<file path="config.mk">
export PLATFORM = sky130hd
export DESIGN_NAME = adam_rst_seq
export DESIGN_NICKNAME = d
export VERILOG_FILES = /design/src/rtl/adam_rst_seq_pkg.sv /design/src/rtl/adam_rst_seq.sv
export SDC_FILE = /design/constraint.sdc
export NUM_CORES = 1
export LEC_CHECK = 0
export ABC_AREA = 1
export BUFFER_PORTS_ARGS = -buffer_cell sky130_fd_sc_hd__buf_2
export CAP_MARGIN = 25
export CORE_MARGIN = 1
export CORE_UTILIZATION = 25
export CTS_CLUSTER_SIZE = 40
export DETAILED_ROUTE_END_ITERATION = 10
export GPL_TIMING_DRIVEN = 0
export PLACE_DENSITY = 0.47
export REMOVE_ABC_BUFFERS = 1
export SYNTH_ARGS = -nofsm -noshare
export SYNTH_HDL_FRONTEND = slang
export SYNTH_SLANG_ARGS = --single-unit
</file>
<file path="constraint.sdc">
create_clock -name clk -period 1.9 [get_ports clk]
set_input_delay 0 -clock clk [delete_from_list [all_inputs] [get_ports clk]]
set_output_delay 0 -clock clk [all_outputs]
set_load 0.05 [all_outputs]
</file>
<file path="src/rtl/adam_rst_seq_pkg.sv">
// Shared types for the target reset sequencer.
// State enum is exported so benches can reuse it.
package adam_rst_seq_pkg;

  localparam int CNT_W = 16;

  typedef enum logic [2:0] {
    ST_RUN,
    ST_PAUSING,
    ST_PAUSED,
    ST_RST_HOLD,
    ST_RST_REL,
    ST_RESUMING
  } adam_rst_seq_state_t;

  typedef struct packed {
    logic tgt_rst;
    logic tgt_req;
    logic cfg_ack;
  } adam_rst_seq_out_t;

  localparam adam_rst_seq_out_t OUT_RST = '{
    tgt_rst: 1'b1,
    tgt_req: 1'b1,
    cfg_ack: 1'b0
  };

  // Output levels seen by target and syscfg in each state.
  function automatic adam_rst_seq_out_t
    adam_rst_seq_decode(adam_rst_seq_state_t s);
    adam_rst_seq_out_t o;
    o.tgt_rst = (s == ST_RST_HOLD);
    o.tgt_req = !((s == ST_RUN) ||
                  (s == ST_RESUMING));
    o.cfg_ack = (s == ST_PAUSED);
    return o;
  endfunction

endpackage

</file>
<file path="src/rtl/adam_rst_seq.sv">
// Reset sequencer between syscfg and one target.
// Pauses the target before reset, settles after.
import adam_rst_seq_pkg::*;

module adam_rst_seq #(
  parameter int unsigned RST_CYCLES      = 16,
  parameter int unsigned POST_RST_CYCLES = 4,
  parameter int unsigned ACK_TIMEOUT     = 256
) (
  input  logic clk,
  input  logic rst,
  input  logic cfg_rst,
  input  logic cfg_pause_req,
  output logic cfg_pause_ack,
  output logic tgt_rst,
  output logic tgt_pause_req,
  input  logic tgt_pause_ack,
  input  logic err_clr,
  output logic err_timeout
);

  localparam logic [CNT_W-1:0] RST_LAST =
    16'(RST_CYCLES - 1);
  localparam logic [CNT_W-1:0] POST_LAST =
    16'(POST_RST_CYCLES - 1);
  localparam logic [CNT_W-1:0] ACK_LAST =
    16'(ACK_TIMEOUT - 1);

  adam_rst_seq_state_t state_q;
  adam_rst_seq_state_t state_d;
  logic [CNT_W-1:0]    cnt_q;
  logic [CNT_W-1:0]    cnt_d;
  logic [CNT_W-1:0]    cnt_inc;
  logic                err_set;
  logic                want;
  adam_rst_seq_out_t   out_d;
  adam_rst_seq_out_t   out_q;

  assign cnt_inc = cnt_q + 16'd1;
  assign want    = cfg_rst | cfg_pause_req;

  // State and counter register.
  always_ff @(posedge clk or posedge rst) begin
    if (rst) begin
      state_q <= ST_RST_HOLD;
      cnt_q   <= '0;
    end else begin
      state_q <= state_d;
      cnt_q   <= cnt_d;
    end
  end

  // Next state, counter and timeout detection.
  always_comb begin
    state_d = state_q;
    cnt_d   = cnt_q;
    err_set = 1'b0;
    unique case (state_q)
      ST_RUN: begin
        if (want) begin
          state_d = ST_PAUSING;
          cnt_d   = '0;
        end
      end
      ST_PAUSING: begin
        if (!tgt_pause_ack &&
            cnt_q == ACK_LAST)
          err_set = 1'b1;
        if (tgt_pause_ack) begin
          state_d = ST_PAUSED;
          cnt_d   = '0;
        end else if (!want) begin
          state_d = ST_RESUMING;
        end else if (cnt_q == ACK_LAST) begin
          // Stuck target: force reset if asked.
          if (cfg_rst) begin
            state_d = ST_RST_HOLD;
            cnt_d   = '0;
          end
        end else begin
          cnt_d = cnt_inc;
        end
      end
      ST_PAUSED: begin
        if (cfg_rst) begin
          state_d = ST_RST_HOLD;
          cnt_d   = '0;
        end else if (!cfg_pause_req) begin
          state_d = ST_RESUMING;
        end
      end
      ST_RST_HOLD: begin
        if (cnt_q == RST_LAST) begin
          if (!cfg_rst) begin
            state_d = ST_RST_REL;
            cnt_d   = '0;
          end
        end else begin
          cnt_d = cnt_inc;
        end
      end
      ST_RST_REL: begin
        if (cfg_rst) begin
          state_d = ST_RST_HOLD;
          cnt_d   = '0;
        end else if (cnt_q == POST_LAST) begin
          state_d = ST_PAUSING;
          cnt_d   = '0;
        end else begin
          cnt_d = cnt_inc;
        end
      end
      ST_RESUMING: begin
        if (want) begin
          state_d = ST_PAUSING;
          cnt_d   = '0;
        end else if (!tgt_pause_ack) begin
          state_d = ST_RUN;
        end
      end
      default: begin
        state_d = ST_RST_HOLD;
        cnt_d   = '0;
      end
    endcase
  end

  // Output levels for the upcoming state.
  always_comb begin
    out_d = adam_rst_seq_decode(state_d);
  end

  // Registered outputs track the state register.
  always_ff @(posedge clk or posedge rst) begin
    if (rst)
      out_q <= OUT_RST;
    else
      out_q <= out_d;
  end

  // Sticky timeout flag; a new set beats clear.
  always_ff @(posedge clk or posedge rst) begin
    if (rst)
      err_timeout <= 1'b0;
    else if (err_set)
      err_timeout <= 1'b1;
    else if (err_clr)
      err_timeout <= 1'b0;
  end

  assign tgt_rst       = out_q.tgt_rst;
  assign tgt_pause_req = out_q.tgt_req;
  assign cfg_pause_ack = out_q.cfg_ack;

endmodule

</file>
# Word-level counts from Yosys, hierarchy flattened
# Index checks and enable logic that the tools add are counted.
[word_totals]
word_cells = 59
output_inout_bits = 4
regBits = 23
inputBits = 6
[classes]
n_mux = 28
n_bitwise = 1
eq_ne = 14
n_reduce_logical = 9
add_sub_neg = 1
[op_table]
columns = ["op", "n"]
rows = [
  ["2-to-1 mux 16 bit", 9],
  ["one-hot mux 16 bit (5 select lines)", 1],
  ["2-to-1 mux 3 bit", 13],
  ["one-hot mux 3 bit (6 select lines)", 1],
  ["adder 16 x 1 -> 16 bit (second input constant)", 1],
  ["equality test 16 x 2 -> 1 bit (second input constant)", 1],
  ["equality test 16 x 4 -> 1 bit (second input constant)", 1],
  ["equality test 16 x 8 -> 1 bit (second input constant)", 1],
  ["equality test 3 x 2 -> 1 bit (second input constant)", 4],
  ["equality test 3 bit (second input constant)", 3],
  ["logical NOT 3 bit", 2],
  ["inequality test 3 bit (second input constant)", 2],
  ["2-to-1 mux 1 bit", 4],
  ["equality test 3 x 1 -> 1 bit (second input constant)", 1],
  ["AND reduction 3 bit", 1],
  ["logical NOT 1 bit", 2],
  ["inequality test 2 x 1 -> 1 bit (second input constant)", 1],
  ["nonzero test 2 bit", 1],
  ["OR reduction 2 bit", 1],
  ["logical AND 1 bit", 1],
  ["logical OR 1 bit", 1],
  ["bitwise OR 1 bit", 1],
]

# Logic depth before layout (Yosys ltp)
# Gate-level depths: netlist of the first run.
[depth]
ltp_word = 8
ltp_mapped = 13
mapped_depth_nobuf = 12

# Worst setup path after synthesis of the first run
# OpenSTA, ideal clock, no wires.
[synth_timing]
path_kind = "register to register"
from = "register cnt_q[0]"
to = "register cnt_q[0]"
slack_ns = 0.194
period_less_slack_ns = 1.706
setup_ns = 0.115
required_time_ns = 1.785
arrival_time_ns = 1.591
path_stages_with_launch = 14
n_path_buf = 1
cell_sequence = "dfrtp_1 ha_1 nand2_1 inv_1 nand2_1 nor2_1 nand2_2 o21ai_4 inv_4 buf_6 nand2_1 nand2_1 o21ai_2 inv_2"
[synth_between]
elab_chain_len = 5
word_cells_on_any_way = 14
classes_between = "1 x add/sub; 4 x eq/ne; 8 x mux; 1 x reduce/logical"
[synth_rtl]
columns = ["item", "line_no", "rtl"]
rows = [
  ["from (decl)", "adam_rst_seq.sv:31", "logic [CNT_W-1:0] cnt_q;"],
  ["from (signal assigned)", "adam_rst_seq.sv:49", "cnt_q <= cnt_d;"],
  ["adder 16 x 1 -> 16 bit (tied with other cells)", "adam_rst_seq.sv:39", "assign cnt_inc = cnt_q + 16'd1;"],
  ["2-to-1 mux 16 bit", "adam_rst_seq.sv:74", "end else if (cnt_q == ACK_LAST) begin"],
  ["2-to-1 mux 16 bit", "adam_rst_seq.sv:72", "end else if (!want) begin"],
  ["2-to-1 mux 16 bit", "adam_rst_seq.sv:69", "if (tgt_pause_ack) begin"],
  ["one-hot mux 16 bit (5 select lines)", "adam_rst_seq.sv:58", "unique case (state_q)"],
]
# Several ways; a longest one is shown, not always the timed one. The select of a mux whose other input is x is not followed.
# A chain may end at the register's enable or synchronous reset.

# Worst setup path after layout of the first run
[layout_timing]
from = "register cnt_q[1]"
to = "register cnt_q[9]"
[layout_between]
elab_chain_len = 5
word_cells_on_any_way = 13
classes_between = "1 x add/sub; 4 x eq/ne; 7 x mux; 1 x reduce/logical"
[layout_rtl]
columns = ["item", "line_no"]
rows = [
  ["adder 16 x 1 -> 16 bit or equality test 16 x 8 -> 1 bit (tied branches)", "adam_rst_seq.sv:39, adam_rst_seq.sv:74"],
  ["2-to-1 mux 16 bit", "adam_rst_seq.sv:74"],
  ["2-to-1 mux 16 bit", "adam_rst_seq.sv:72"],
  ["2-to-1 mux 16 bit", "adam_rst_seq.sv:69"],
  ["one-hot mux 16 bit (5 select lines)", "adam_rst_seq.sv:58"],
]
# Several ways; a longest one is shown, not always the timed one. The select of a mux whose other input is x is not followed.

==> results of run 1 <==
[sequential cells by signal (all words and copies together), names as in the netlist]
register	flops
tgt_rst	1
tgt_pause_req	1
cnt_q	16
err_timeout	1
state_q	3
cfg_pause_ack	1
[repair_timing]
item,CTS,global route
pin swaps,1,7
resized for setup,7,23
endpoints found under the setup margin,13,21
gates cloned,1,1
endpoints found under the hold margin,20,0
hold buffers,2,0
buffers inserted,4,10
[worst paths after layout]
path,to,slack [ns],cells after the start
setup / recovery,cnt_q[9],0.07,13
hold / removal,cnt_q[12],0.19,3
setup reg to reg,cnt_q[9],0.07,13
hold reg to reg,err_timeout,0.54,2
max in group asynchronous,state_q[1],1.24,4
min in group clk,cnt_q[8],0.22,6
[logic make-up (layout without fill, tap and decap cells)]
| kind of cell | after synthesis | in the layout |
|---|---|---|
| flops | 23 | 23 |
| xor+xnor | 2 | 2 |
| fa+ha+maj | 1 | 1 |
| compound gates | 17 | 17 |
| simple gates | 198 | 199 |
| buf+inv | 52 | 76 |
[report_power, final]
part	switching, mW	internal, mW
Sequential	0.0606	0.594
Clock	0.172	0.150
Combinational	0.724	0.371
[metrics by stage]
stage	setup WS, ns	utilization, %	hold WS (ns)	power, mW	setup TNS, ns
3_3_place_gp	-0.4686	27.83	0.1914	1.518	-5.406
3_5_place_dp	-0.4597	27.83	0.1945	1.529	-5.467
4_1_cts	0.01040	29.87	0.1385	1.983	0
2_1_floorplan	0.01575	-	-0.001041	1.321	0
5_1_grt	-0.04675	32.37	0.2067	2.264	-0.2792
6_report	0.07439	32.37	0.1921	2.071	0
[routing by layer]
metal  wire length (um)  up-vias  GRT usage (%)  part of all wire, %
li1                   -      957              -                    -
met1               2553      823          19.74                   52
met2               2286       15          22.94                   46
met3                 93        2          2.476                  1.9
met4                 12        0          1.364                 0.24
met5                  0        -              0                    0
[critical path, delay by kind of cell (launching register included)]
| family | cells | cell delay (ns) |
|---|---|---|
| buffers and inverters | 4 | 0.34 |
| flip-flops | 1 | 0.39 |
| AND/OR/NAND/NOR | 7 | 0.54 |
| adder cells (fa/ha/maj) | 1 | 0.21 |
| AO/OA/AOI/OAI | 1 | 0.24 |
[layout make-up]
| type | count | area [um2] | share of cell area (%) |
|---|---|---|---|
| multi-input cells | 219 | 1089 | 48.96 |
| repair inverters | 1 | 6.256 | 0.2814 |
| clock buffers | 4 | 45.04 | 2.026 |
| inverters | 45 | 173.9 | 7.822 |
| flip-flops and latches | 23 | 584.3 | 26.28 |
| well taps | 96 | 120.1 | 5.402 |
| repair buffers | 26 | 205.2 | 9.229 |
[Yosys cell counts (3+ instances only)]
cell type  instances  area, um2
a21oi_1            5      25.02
inv_2              3      11.26
inv_1             41      153.9
nor3_1             3      15.01
o21ai_0            4      20.02
buf_2              4      20.02
nand3b_1           3      22.52
dfstp_2            4      105.1
dfrtp_1           19      475.5
nand2_1          103      386.6
nor2_1            44      165.2
nand2_2            3      18.77
nand4_1            7      43.79
nand3_1           31      155.2
==> impl_metrics.json, run 1 <==
{
  "clock_latency_ns": 0.27,
  "antenna_found_initial": 0,
  "route.detailed.drc": 0,
  "outcome": "finished clean",
  "synth_edf_count": 0,
  "diodes": 0,
  "initial_core_util_pct": 26.10,
  "syn2layout_area_growth_pct": 24.01,
  "synth_area_per_cell_um2": 6.119,
  "dieWidth_um": 86.69,
  "viasPerCell": 4.341,
  "rows": 30,
  "portBuffers": 9,
  "nFillCells": 798,
  "grt_overflow": 0,
  "crit_slowest_cell": "dfrtp_1",
  "cpPeakStageDelay_ns": 0.39,
  "slew_headroom_pct": 64.75,
  "fin_nets": 326,
  "synth-compound-area-share_pct": 6.350,
  "min_period_ns": 1.826,
  "dpl.hpwl_mm": 3.305,
  "finalClockSkew_ns": 0.002672,
  "synth_cell_type_count": 28,
  "synthMuxAreaShare_pct": 0,
  "crit_top_cell": "nand2_2",
  "grt_pass1_wl_mm": 8.162,
  "core_um2": 6869,
  "slew_viol_final": 0,
  "critPathLaunch": "cnt_q[1]",
  "async_reset_ff_share_pct": 100.0,
  "cts_inserted_buffers": 3,
  "synth_area_um2": 1793,
  "dpl_cell_area_um2": 1912,
  "final_cells": 414,
  "synthXorXnorAreaFrac_pct": 0.9770,
  "hp-class": "input port to asynchronous set/reset pin",
  "grt.total_usage_pct": 13.96,
  "startpoint_type": "register",
  "finalInstanceArea_um2": 2223,
  "die_y_um": 86.69,
  "rsz0062_at_grt": "yes",
  "totalWireLength_mm": 4.946,
  "worstSetupPathType": "register to register",
  "critPathRequiredTime_ns": 2.07,
  "grt_pass1_vias": 1686,
  "crit_path_cell_trace": "ha_2, nand2_2, inv_2, nand2_2, nor2_2, nand2_2, o21ai_4, buf_4, inv_4, nand3b_1, nand2_1, nand2_1, inv_1",
  "yosysWarnings": 0,
  "ir_drop_mv": 0.2719,
  "synth_seq_area_share_pct": 32.38,
  "synth-simple-area-share_pct": 47.45,
  "num_vias": 1797,
  "critPathArrivalTime_ns": 2.00,
  "synth-seq-cells": 23,
  "dr.pass1.iters": 4,
  "final_cell_mix": "nand2_1, inv_1, nor2_1",
  "timing.rr.start": "cnt_q[1]",
  "yosys.area_share.adder_pct": 0.6978,
  "syn-instance-count": 293,
  "layout-drive-gt1-share_pct": 20.75,
  "hold_violations": 0,
  "cts.htree.levels": 1,
  "synth_ff_type": "dfrtp_1",
  "die_area_um2": 7514,
  "max_freq_mhz": 547.8,
  "tightest_slew_ns": 0.5282,
  "dpl.cell_count": 391,
  "clk_pin_slew_ns": 0.09,
  "maxCapViolCount": 0,
  "clock-sinks": 23,
  "drtIter0Drc": 101,
  "critPathMaxFanout": 7,
  "synth_top_family_by_area": "simple AND/OR/NAND/NOR gates",
  "wl_per_cell_um": 11.95,
  "finalCritPeriodShare_pct": 96.08,
  "tritoncts": "done",
  "power.density_nw_per_um2": 931.6,
  "power_leakage_nw": 1.165,
  "drtAntennaViolNets": 0,
  "clockBufferDepth": 2,
  "pin_count": 10,
  "final-setup-viol-count": 0,
  "grt_max_degree": 24,
  "gp_congestion": 0.8017,
  "cts-root-buf": "clkbuf_8",
  "endpoint_kind": "register",
  "final_common_cell": "nand2_1"
}
Power figures use the tool's default switching activity.
==> run 2, diff against run 1 <==
--- a/config.mk
+++ b/config.mk
@@ -15,6 +15,7 @@
 export GPL_TIMING_DRIVEN = 0
 export PLACE_DENSITY = 0.47
 export REMOVE_ABC_BUFFERS = 1
+export SETUP_SLACK_MARGIN = 0.4
 export SYNTH_ARGS = -nofsm -noshare
 export SYNTH_HDL_FRONTEND = slang
 export SYNTH_SLANG_ARGS = --single-unit
==> run 2 against run 1 <==
Compared with the run above:
- sequential cell count did not move
- cell area grew 8.9%
- sequential power increased by 1%
- die area stayed put
- non-clock buffer count increased by 7
- clock-buffer cell count stayed put
- first-iteration DRC count grew 13%
- register-to-register slack gained 0.07 ns
- global-route usage increased by 0.65 points
- clock skew increased by 0.00066 ns
- core utilization is 2.9 points higher
- clock power about the same
- critical endpoint is now cnt_q[5]
- highest routed layer unchanged
==> impl_metrics.json, run 2 (synthesis results as in run 1) <==
{
  "worstSetupPathType": "register to register",
  "outcome": "finished clean",
  "finalClockSkew_ns": 0.003333,
  "cpPeakStageDelay_ns": 0.37,
  "die_area_um2": 7514,
  "cts-root-buf": "clkbuf_8",
  "layout-drive-gt1-share_pct": 30.06,
  "ir_drop_mv": 0.2643,
  "hold_violations": 0,
  "viasPerCell": 4.398,
  "pin_count": 10,
  "clock_latency_ns": 0.27,
  "critPathRequiredTime_ns": 2.06,
  "reg_top3": "cnt_q x16, state_q x3",
  "largest_reg_flops": 16,
  "diodes": 0,
  "totalWireLength_mm": 5.131,
  "syn2layout_area_growth_pct": 35.10,
  "regMostFlops": "cnt_q",
  "grt_overflow": 0,
  "hp-class": "input port to register",
  "power.density_nw_per_um2": 927.0,
  "grt_max_degree": 24,
  "num_vias": 1856,
  "whs_ns": 0.1304,
  "max_freq_mhz": 569.3,
  "cts.htree.levels": 1,
  "slew_viol_final": 0,
  "final_cell_mix": "nand2_1, inv_1, nor2_1",
  "route.detailed.drc": 0,
  "tritoncts": "done",
  "clockBufferDepth": 2,
  "die_y_um": 86.69,
  "startpoint_type": "register",
  "wl_per_cell_um": 12.16,
  "tightest_slew_ns": 0.5800,
  "dr.pass1.iters": 4,
  "initial_core_util_pct": 26.10,
  "finalCritPeriodShare_pct": 92.44,
  "critPathMaxFanout": 10,
  "grt_pass1_wl_mm": 8.514,
  "dieWidth_um": 86.69,
  "clock-sinks": 23,
  "final_common_cell": "nand2_1",
  "power_mw": 2.245,
  "maxCapViolCount": 0,
  "crit_slowest_cell": "dfrtp_1",
  "drtAntennaViolNets": 0,
  "grt_pass1_vias": 1772,
  "cts_inserted_buffers": 3,
  "final-setup-viol-count": 0,
  "crit_top_cell": "nand2_1",
  "antenna_found_initial": 0,
  "rows": 30,
  "min_period_ns": 1.756,
  "slew_headroom_pct": 61.29,
  "power_leakage_nw": 1.218,
  "gp_congestion": 0.8017,
  "portBuffers": 9,
  "clk_pin_slew_ns": 0.09,
  "dpl.hpwl_mm": 3.305,
  "critPathArrivalTime_ns": 1.92,
  "grt.total_usage_pct": 14.60,
  "drtIter0Drc": 114,
  "core_um2": 6869,
  "rsz0062_at_grt": "yes",
  "endpoint_kind": "register",
  "fin_util_pct": 35.26,
  "fin_nets": 334,
  "crit_path_cell_trace": "ha_2, nand2_2, inv_2, nand2_2, nor2_4, nand2_4, nand2_4, nand3_4, nand2_1, nand2_1, nand2_1, nand2_1"
}
[run 2: stage by stage]
step	std cells	TNS, ns	setup slack [ns]	area (um2)
after floorplan	286	0	0.01575	1747
after global placement	391	-5.406	-0.4686	1912
after detailed placement	391	-5.467	-0.4597	1912
after CTS	409	0	0.1187	2196
after global routing	422	0	0.01712	2422
final	422	0	0.1436	2422
[run 2: repair_timing]
action,4_1_cts,5_1_grt
setup endpoints to repair,22,22
gates cloned,2,1
pin swaps,19,28
endpoints found under the hold margin,20,0
hold buffers,2,0
setup buffers,10,11
gates resized for setup,33,29
[run 2: area by class of cell]
class | instances | area, um2
well taps | 96 | 120.1
repair buffers | 33 | 282.8
multi-input cells | 220 | 1202
clock buffers | 4 | 45.04
flip-flops and latches | 23 | 586.8
inverters | 45 | 176.4
repair inverters | 1 | 8.758
fillers | 763 | 4447
[run 2: routing by layer]
metal / track usage (%) / vias to the layer above / wire length (um)
met4: 2.424 / 0 / 60
met1: 20.09 / 849 / 2628
met3: 2.857 / 6 / 117
met2: 24.03 / 21 / 2325
li1: - / 980 / -
met5: 0 / - / 0
[run 2: report_power, final]
part           total [mW]  switching (mW)  internal (mW)  leakage, nW
sequential          0.662          0.0677          0.594        0.295
combinational        1.26           0.808          0.457        0.900
clock               0.320           0.170          0.150       0.0228
total                2.25            1.04           1.20         1.22
[run 2: critical path: cells and delay by family (launching register included)]
kind                       cells  cell delay [ns]
buffers and inverters          1             0.08
adders and majority gates      1             0.19
DFF                            1             0.37
and+or+nand+nor               10             0.99
[run 2: final timing paths]
path	startpoint	endpoint	slack, ns	cells after the start
max	cnt_q[1]	cnt_q[5]	0.14	12
min	cfg_pause_req	state_q[2]	0.13	4
max reg2reg	cnt_q[1]	cnt_q[5]	0.14	12
min reg2reg	err_timeout	err_timeout	0.53	2
max in group asynchronous	rst	tgt_rst	1.24	4
min in group asynchronous	rst	cnt_q[12]	0.19	3
==> run 3, diff against run 2 <==
--- a/config.mk
+++ b/config.mk
@@ -12,7 +12,6 @@
 export CORE_UTILIZATION = 25
 export CTS_CLUSTER_SIZE = 40
 export DETAILED_ROUTE_END_ITERATION = 10
-export GPL_TIMING_DRIVEN = 0
 export PLACE_DENSITY = 0.47
 export REMOVE_ABC_BUFFERS = 1
 export SETUP_SLACK_MARGIN = 0.4
==> run 3 against run 2 <==
Compared with the run above:
- wire length about the same
- cell area grew 3.4%
- fmax up 0.96%
- first-iteration DRC count fell by 55%
- clock-buffer cell count unchanged
- hold slack improved by 0.071 ns
- non-clock buffer count increased by 13
- sequential power is 1% lower
- combinational power rose by 18%
- via count grew 3.9%
- worst setup slack improved by 0.017 ns
- critical path type unchanged
- critical endpoint is now cnt_q[2]
- largest power group unchanged
==> impl_metrics.json, run 3 (synthesis results as in run 1) <==
{
  "drtIter0Drc": 51,
  "syn2layout_area_growth_pct": 39.71,
  "tns_ns": 0,
  "num_vias": 1928,
  "final-setup-viol-count": 0,
  "antenna_found_initial": 0,
  "diodes": 0,
  "pin_count": 10,
  "grt_max_degree": 24,
  "cts-root-buf": "clkbuf_8",
  "slew_headroom_pct": 63.55,
  "worstSetupPathType": "register to register",
  "dpl.cell_count": 407,
  "tritoncts": "done",
  "max_freq_mhz": 574.8,
  "grt_overflow": 0,
  "totalWireLength_mm": 5.133,
  "layout-drive-gt1-share_pct": 32.64,
  "fin_nets": 345,
  "rows": 30,
  "grt_pass1_vias": 1835,
  "ir_drop_mv": 0.3834,
  "core_um2": 6869,
  "cts.htree.levels": 1,
  "tightest_slew_ns": 0.5461,
  "maxCapViolCount": 0,
  "grt_pass1_wl_mm": 8.556,
  "finalClockSkew_ns": 0.01152,
  "power_mw": 2.458,
  "startpoint_type": "register",
  "final_common_cell": "nand2_1",
  "portBuffers": 9,
  "die_area_um2": 7514,
  "power_leakage_nw": 1.301,
  "endpoint_kind": "register",
  "fin_util_pct": 36.47,
  "viasPerCell": 4.453,
  "wl_per_cell_um": 11.85,
  "hp-class": "input port to register",
  "initial_core_util_pct": 26.10,
  "whs_ns": 0.2017,
  "clk_pin_slew_ns": 0.08,
  "largest_reg_flops": 16,
  "dr.pass1.iters": 4,
  "critPathRequiredTime_ns": 2.07,
  "final_cells": 433,
  "dpl.hpwl_mm": 3.488,
  "outcome": "finished clean",
  "clock_latency_ns": 0.27,
  "clock-sinks": 23,
  "min_period_ns": 1.740,
  "drtAntennaViolNets": 0,
  "die_y_um": 86.69,
  "gp_congestion": 0.8145,
  "nFillCells": 752,
  "reg_top3": "cnt_q x16, state_q x3",
  "slew_viol_final": 0,
  "final_cell_mix": "nand2_1, inv_1, nor2_1",
  "dieWidth_um": 86.69,
  "critPathArrivalTime_ns": 1.91,
  "critPathMaxFanout": 8,
  "cts_inserted_buffers": 3,
  "grt.total_usage_pct": 14.46,
  "clockBufferDepth": 2,
  "rsz0062_at_grt": "yes",
  "finalCritPeriodShare_pct": 91.57,
  "hold_violations": 0,
  "power.density_nw_per_um2": 981.1,
  "route.detailed.drc": 0,
  "regMostFlops": "cnt_q"
}
## run 3: cell types whose count changed in the layout (fill, tap and decap cells not counted), sizes merged
cell / delta
clkinv: -1
nand3: -2
clkbuf: +1
inv: +1
buf: +12
## run 3: final cells by class
class                           instances  area [um2]  share of cell area [%]
Clock buffer                            4       45.04                   1.798
Inverter                               45       173.9                   6.943
Multi-Input combinational cell        218        1182                   47.20
Sequential cell                        23       584.3                   23.33
Tap cell                               96       120.1                   4.795
Timing Repair Buffer                   46       392.9                   15.68
Timing Repair inverter                  1       6.256                  0.2498
## run 3: report_power, final
part | total [mW] | internal, mW | switching (mW)
Sequential | 0.653 | 0.594 | 0.0596
Clock | 0.317 | 0.150 | 0.167
Combinational | 1.49 | 0.637 | 0.851
## run 3: critical path: stages, from the launching register on
cell and delay, ns:
dfstp_2 0.61, nor2_4 0.05, nand2_2 0.08, nand2_2 0.08
o21ai_4 0.18, o21ai_4 0.09, buf_12 0.14, a21oi_4 0.12
buf_8 0.15, nand2_4 0.05, nand2_2 0.05, inv_1 0.03
## run 3: layer usage
layer  up-vias  routed length [um]  GRT usage (%)
met3         4                 190          2.000
met4         0                  32          3.636
met5         -                   0              0
li1        999                   -              -
met1       887                2502          19.97
met2        38                2408          23.74
## run 3: through the flow
| stage | setup WS (ns) | cell area [um2] |
|---|---|---|
| CTS | 0.2124 | 2335 |
| finish | 0.1602 | 2505 |
| global placement | 0.04247 | 2044 |
| detailed placement | 0.06109 | 2044 |
| global route | 0.05754 | 2505 |
| floorplan | 0.01575 | 1747 |
## run 3: worst paths after layout
kind                               start     endpoint  slack [ns]  cells past startpoint
setup / recovery              state_q[0]     cnt_q[2]        0.16                     11
hold / removal             cfg_pause_req   state_q[2]        0.20                      4
setup reg to reg              state_q[0]     cnt_q[2]        0.16                     11
hold reg to reg              err_timeout  err_timeout        0.54                      2
max in group asynchronous            rst   state_q[1]        1.29                      4
min in group asynchronous            rst     cnt_q[7]        0.31                      4
## run 3: what timing repair did
item,CTS,global route
endpoints found under the setup margin,21,22
resized for setup,36,31
pin swaps,21,17
setup buffers,13,5
cloned,1,1
hold endpoints to repair,20,0
hold buffers,2,0
